==> config.mk <==
export PLATFORM = sky130hd
export DESIGN_NAME = nibble_serial_adder_flat
export DESIGN_NICKNAME = d
export VERILOG_FILES = /design/src/rtl/nibble_serial_adder_if.sv /design/src/rtl/nibble_serial_adder.sv /design/src/flat_wrapper.sv
export SDC_FILE = /design/constraint.sdc
export NUM_CORES = 1
export LEC_CHECK = 0
export BUFFER_PORTS_ARGS = -buffer_cell sky130_fd_sc_hd__buf_4
export CORE_UTILIZATION = 59
export CTS_BUF_LIST = sky130_fd_sc_hd__clkbuf_16
export DETAILED_ROUTE_END_ITERATION = 10
export GPL_TIMING_DRIVEN = 1
export MAX_ROUTING_LAYER = met4
export PLACE_DENSITY = 0.82
export SLEW_MARGIN = 25
export SYNTH_ARGS = -nofsm -noshare
export SYNTH_HDL_FRONTEND = slang
export SYNTH_SLANG_ARGS = --single-unit
==> constraint.sdc <==
create_clock -name clk -period 4.47 [get_ports clk]
set_input_delay 0.894 -clock clk [delete_from_list [all_inputs] [get_ports clk]]
set_output_delay 0.894 -clock clk [all_outputs]
set_load 0.03 [all_outputs]
==> src/rtl/nibble_serial_adder_if.sv <==
// Start/operand/result bundle between a controller (master) and nibble_serial_adder (slave).
// Master drives start, a, b, cin; slave returns busy, done, sum, cout, ovf.
// Carries no logic; the adder registers every output it drives onto this bundle.
interface nibble_serial_adder_if #(
  parameter int WIDTH = 32
);
  logic             start;
  logic [WIDTH-1:0] a;
  logic [WIDTH-1:0] b;
  logic             cin;
  logic             busy;
  logic             done;
  logic [WIDTH-1:0] sum;
  logic             cout;
  logic             ovf;

  modport master (
    output start, a, b, cin,
    input  busy, done, sum, cout, ovf
  );

  modport slave (
    input  start, a, b, cin,
    output busy, done, sum, cout, ovf
  );
endinterface

==> src/rtl/nibble_serial_adder.sv <==
// WIDTH-bit adder reusing one 4-bit carry-lookahead slice, least-significant nibble first.
// Latency: WIDTH/4 edges from the accept edge to a one-cycle done pulse; period WIDTH/4+1.
// Backpressure: start is only taken in IDLE or DONE; start during RUN is ignored.
//
// Ports: clk, rst_n (async active-low); bus (slave modport): start, a, b, cin in;
//        busy, done, sum, cout, ovf out, all registered.
// Optional feature: define NIBBLE_SERIAL_OVF_EN to build the signed-overflow flag;
// without it ovf is tied to 0.
module nibble_serial_adder #(
  parameter int WIDTH = 32
) (
  input  logic                 clk,
  input  logic                 rst_n,
  nibble_serial_adder_if.slave bus
);

  localparam int N   = WIDTH / 4;
  localparam int K_W = (N > 1) ? $clog2(N) : 1;

  if (((WIDTH % 4) != 0) || (WIDTH < 8)) begin : g_width_check
    $error("nibble_serial_adder: WIDTH must be a multiple of 4 and at least 8");
  end

  typedef enum logic [1:0] {
    S_IDLE,
    S_RUN,
    S_DONE
  } state_t;

  state_t           r_state;
  logic [K_W-1:0]   r_k;
  logic [WIDTH-1:0] r_a;
  logic [WIDTH-1:0] r_b;
  logic             r_carry;
  logic [WIDTH-1:0] r_sum;
  logic             r_cout;
  logic             r_busy;
  logic             r_done;

  logic [3:0]       w_a_nib;
  logic [3:0]       w_b_nib;
  logic [3:0]       w_p;
  logic [3:0]       w_g;
  logic [4:0]       w_c;
  logic [3:0]       w_sum_nib;
  logic             w_last;

  // Current nibble of each held operand; {k,00} is the nibble's bit offset.
  assign w_a_nib = r_a[{r_k, 2'b00} +: 4];
  assign w_b_nib = r_b[{r_k, 2'b00} +: 4];

  // 4-bit carry-lookahead slice fed by the held inter-nibble carry.
  assign w_p    = w_a_nib ^ w_b_nib;
  assign w_g    = w_a_nib & w_b_nib;
  assign w_c[0] = r_carry;
  assign w_c[1] = w_g[0] | (w_p[0] & w_c[0]);
  assign w_c[2] = w_g[1] | (w_p[1] & w_g[0]) | (w_p[1] & w_p[0] & w_c[0]);
  assign w_c[3] = w_g[2] | (w_p[2] & w_g[1]) | (w_p[2] & w_p[1] & w_g[0])
                | (w_p[2] & w_p[1] & w_p[0] & w_c[0]);
  assign w_c[4] = w_g[3] | (w_p[3] & w_g[2]) | (w_p[3] & w_p[2] & w_g[1])
                | (w_p[3] & w_p[2] & w_p[1] & w_g[0])
                | (w_p[3] & w_p[2] & w_p[1] & w_p[0] & w_c[0]);
  assign w_sum_nib = w_p ^ w_c[3:0];

  assign w_last = (r_k == K_W'(N - 1));

`ifdef NIBBLE_SERIAL_OVF_EN
  logic r_ovf;
`endif

  always_ff @(posedge clk or negedge rst_n) begin
    if (!rst_n) begin
      r_state <= S_IDLE;
      r_k     <= '0;
      r_a     <= '0;
      r_b     <= '0;
      r_carry <= 1'b0;
      r_sum   <= '0;
      r_cout  <= 1'b0;
      r_busy  <= 1'b0;
      r_done  <= 1'b0;
`ifdef NIBBLE_SERIAL_OVF_EN
      r_ovf   <= 1'b0;
`endif
    end else begin
      case (r_state)
        S_RUN: begin
          // Nibbles above k keep their old contents until their own edge.
          r_sum[{r_k, 2'b00} +: 4] <= w_sum_nib;
          r_carry                  <= w_c[4];
          r_k                      <= r_k + K_W'(1);
          if (w_last) begin
            r_state <= S_DONE;
            r_busy  <= 1'b0;
            r_done  <= 1'b1;
            r_cout  <= w_c[4];
`ifdef NIBBLE_SERIAL_OVF_EN
            // w_c[3] is the carry into the MSB of the final nibble.
            r_ovf   <= w_c[3] ^ w_c[4];
`endif
          end
        end
        default: begin
          // IDLE and DONE accept a new operation identically.
          r_done <= 1'b0;
          if (bus.start) begin
            r_state <= S_RUN;
            r_busy  <= 1'b1;
            r_a     <= bus.a;
            r_b     <= bus.b;
            r_carry <= bus.cin;
            r_k     <= '0;
          end else begin
            r_state <= S_IDLE;
          end
        end
      endcase
    end
  end

  assign bus.busy = r_busy;
  assign bus.done = r_done;
  assign bus.sum  = r_sum;
  assign bus.cout = r_cout;
`ifdef NIBBLE_SERIAL_OVF_EN
  assign bus.ovf  = r_ovf;
`else
  assign bus.ovf  = 1'b0;
`endif

endmodule

==> src/flat_wrapper.sv <==
// flat-port wrapper written by rule: the top's interface ports become plain ports
module nibble_serial_adder_flat 
#(
  parameter int WIDTH = 32
)
  (clk, rst_n, bus_start, bus_a, bus_b, bus_cin, bus_busy, bus_done, bus_sum, bus_cout, bus_ovf);
  nibble_serial_adder_if #(.WIDTH(WIDTH)) bus_i ();
  input  logic clk;
  input  logic rst_n;
  input wire logic [$bits(bus_i.start)-1:0] bus_start;
  input wire logic [$bits(bus_i.a)-1:0] bus_a;
  input wire logic [$bits(bus_i.b)-1:0] bus_b;
  input wire logic [$bits(bus_i.cin)-1:0] bus_cin;
  output wire logic [$bits(bus_i.busy)-1:0] bus_busy;
  output wire logic [$bits(bus_i.done)-1:0] bus_done;
  output wire logic [$bits(bus_i.sum)-1:0] bus_sum;
  output wire logic [$bits(bus_i.cout)-1:0] bus_cout;
  output wire logic [$bits(bus_i.ovf)-1:0] bus_ovf;
  assign bus_i.start = bus_start;
  assign bus_i.a = bus_a;
  assign bus_i.b = bus_b;
  assign bus_i.cin = bus_cin;
  assign bus_busy = bus_i.busy;
  assign bus_done = bus_i.done;
  assign bus_sum = bus_i.sum;
  assign bus_cout = bus_i.cout;
  assign bus_ovf = bus_i.ovf;
  nibble_serial_adder #(.WIDTH(WIDTH)) u_core (.clk(clk), .rst_n(rst_n), .bus(bus_i));
endmodule
==> flow_summary.json <==
{
  "drt-pass1-iter-count": 4,
  "grt_pass1_wl_um": 16100,
  "initial_core_util_pct": 61.8,
  "skew_ns": 0.00720,
  "ys_ff_latch": 104,
  "critPathMaxFanout": 19,
  "routed_via_density": 5.69,
  "worstSetupEndpointType": "flip-flop",
  "fp.coreArea_um2": 7850,
  "fmax_mhz": 304,
  "drt-total-wl_um": 9730,
  "antennaDiodeCount": 0,
  "crit_arrival_ns": 3.56,
  "synth_ff_type": "dfrtp_1",
  "power_density_nw_per_um2": 860,
  "syn_avg_cell_area_um2": 14.2,
  "fin_util_pct": 76.0,
  "ant_nets": 0,
  "htreeDepth": 3,
  "syn2layout_area_growth_pct": 22.8,
  "rsz0062_at_grt": "no",
  "cts_resized": 0,
  "irDropWorstVdd_v": 0.000444,
  "cts_buffers": 9,
  "fin_crit_sh_pct": 73.6,
  "ctsHoldBuffers": 0,
  "track_usage_pct": 25.4,
  "cts_root_buf": "clkbuf_16",
  "crit_type": "flip-flop to flip-flop",
  "place_congestion": 0.845,
  "synth_warnings": 0,
  "cap_violations": 0,
  "status": "complete, no violations",
  "num_io_pins": 104,
  "cts_tree": "built",
  "syn-cell-area_um2": 4850,
  "synth_nets": 423,
  "report.final.slew_viol_count": 0,
  "dieArea_um2": 8590,
  "routed.top_layer": "met4",
  "cp-start-kind": "flip-flop",
  "seqCellArea_um2": 2600,
  "port_buffers": 102,
  "post-cts-setup-buffers": 0,
  "relSlewSlack_pct": 37.3,
  "clk_pin_slew_ns": 0.07,
  "dp.final_hpwl_um": 6890,
  "fp.dieW_um": 92.7,
  "synth.distinct_cells": 42,
  "grt_max_degree": 76,
  "fill_cells": 509,
  "fp-row-count": 32,
  "ys_seq_area_share_pct": 53.6,
  "antenna_found_initial": 0,
  "worst_slew_pin_slew_ns": 0.940,
  "clkLatencyLatePin_ns": 0.34,
  "period_needed_ns": 3.29,
  "met3_length_um": 407,
  "die_h_um": 92.7,
  "drt-met1-wl_um": 4100,
  "wl_met2_um": 5050,
  "drive_gt1_share_pct": 49.9,
  "numClockSinks": 104,
  "hp-class": "flip-flop to flip-flop",
  "finalSetupTns_ns": 0,
  "syn_inst": 342,
  "drt_iter0_markers": 137,
  "grt_pass1_vias": 3311,
  "r2r_slack_ns": 1.18,
  "multi_input_area_um2": 2120,
  "remaining_drc_errors": 0,
  "synth-edff-count": 0,
  "finalSetupViolCount": 0,
  "async_flop_share_pct": 100,
  "dr_total_vias": 3133,
  "grt-ovfl-total": 0,
  "routedWlPerCell_um": 17.7,
  "final_net_count": 525,
  "leakage_nw": 2.82,
  "final_hold_viol_count": 0,
  "required_ns": 4.74,
  "clk_path_buf_depth": 2
}
==> Yosys cell counts, types with 2 or more instances <==
library cell | n | area, um2
a211oi_1 | 2 | 15.0
mux2_1 | 6 | 67.6
inv_1 | 6 | 22.5
ha_1 | 12 | 150
o31ai_1 | 2 | 15.0
a21oi_1 | 5 | 25.0
mux2_2 | 72 | 811
dfrtp_1 | 104 | 2600
buf_6 | 5 | 56.3
nor2_2 | 6 | 37.5
nand3_1 | 2 | 10.0
o21ai_0 | 4 | 20.0
xor2_1 | 2 | 17.5
o21ai_1 | 4 | 20.0
nor2_1 | 11 | 41.3
mux4_2 | 16 | 360
nand2_1 | 36 | 135
nand4_4 | 3 | 63.8
buf_2 | 8 | 40.0
nand4b_4 | 3 | 71.3
a22o_1 | 12 | 105
==> layout by cell type, fill, tap and decap left out, types with 3 or more instances in the layout <==
master and count:
inv_1 8, o21ai_1 4, nor2_1 11, nor2_2 6, nand4_4 3, buf_4 106
a22o_1 12, nand4b_4 3, dfrtp_1 104, clkbuf_16 9, o21ai_0 4, nand2_1 35
ha_1 12, mux4_2 16, mux2_1 6, mux2_2 72, a21oi_1 5
==> metal layers <==
| layer | up-vias | track usage, % |
|---|---|---|
| met2 | 91 | 42.3 |
| met4 | 0 | 9.10 |
| met1 | 1584 | 31.3 |
| li1 | 1439 | - |
| met5 | - | - |
| met3 | 19 | 4.60 |
==> cells by family after synthesis <==
family                   share of synthesized area [%]
multiplexers                                      25.5
other                                           0.0773
AND/OR/NAND/NOR                                   9.51
AO/OA/AOI/OAI                                     4.43
flip-flops                                        53.6
adder cells (fa/ha/maj)                           3.51
XOR/XNOR                                         0.541
buffers and inverters                             2.78
==> sequential cells by signal, summed over array words and instances, names as in the netlist <==
register and cells:
u_core.r_b 32, u_core.r_a 32, u_core.r_carry 1, u_core.r_state 2
u_core.bus.sum 32, u_core.bus.cout 1, u_core.r_k 3, u_core.bus.busy 1
==> through the flow <==
stage | power (mW) | instance area [um2] | instances | hold WS, ns | setup WS, ns
final | 5.13 | 5960 | 551 | 0.488 | 1.18
after CTS | 5.15 | 5960 | 551 | 0.494 | 1.18
after floorplan | 3.63 | 4850 | 342 | 0.474 | 1.77
after global routing | 5.45 | 5960 | 551 | 0.513 | 0.912
after global placement | 4.23 | 5670 | 535 | 0.468 | 1.43
after detailed placement | 4.34 | 5670 | 535 | 0.481 | 1.27
==> worst max-delay path, stage by stage, from the launching register on <==
cell and delay (ns):
dfrtp_1 0.47, buf_4 0.38, mux4_2 0.54, nand2_1 0.08
nand2_1 0.12, ha_1 0.36, a211oi_1 0.26, nor2_1 0.10
xor2_1 0.62, mux2_2 0.29
==> power breakdown <==
group,switching (mW),leakage (nW),internal (mW),total (mW)
registers,0.302,1.28,1.38,1.69
logic,1.47,1.39,1.22,2.69
clock network,0.327,0.142,0.429,0.756
total,2.10,2.82,3.03,5.13
==> final cells by class <==
cell class	instances	area share (%)
Clock inverter	7	1.09
Multi-Input combinational cell	216	35.5
Clock buffer	9	3.78
Tap cell	102	2.14
Inverter	7	0.441
Sequential cell	104	43.7
Timing Repair Buffer	106	13.4
==> final timing paths <==
check | startpoint | endpoint | cells after the start
min reg2reg | u_core.bus.sum[28]$_DFFE_PN0P_ | u_core.bus.sum[28]$_DFFE_PN0P_ | 2
min in group asynchronous | rst_n | u_core.bus.sum[25]$_DFFE_PN0P_ | 1
max | u_core.r_k[0]$_DFFE_PN0P_ | u_core.bus.sum[2]$_DFFE_PN0P_ | 9
min | u_core.bus.sum[28]$_DFFE_PN0P_ | u_core.bus.sum[28]$_DFFE_PN0P_ | 2
max in group asynchronous | rst_n | u_core.r_b[1]$_DFFE_PN0P_ | 2
max reg2reg | u_core.r_k[0]$_DFFE_PN0P_ | u_core.bus.sum[2]$_DFFE_PN0P_ | 9
Power figures use the tool's default switching activity.
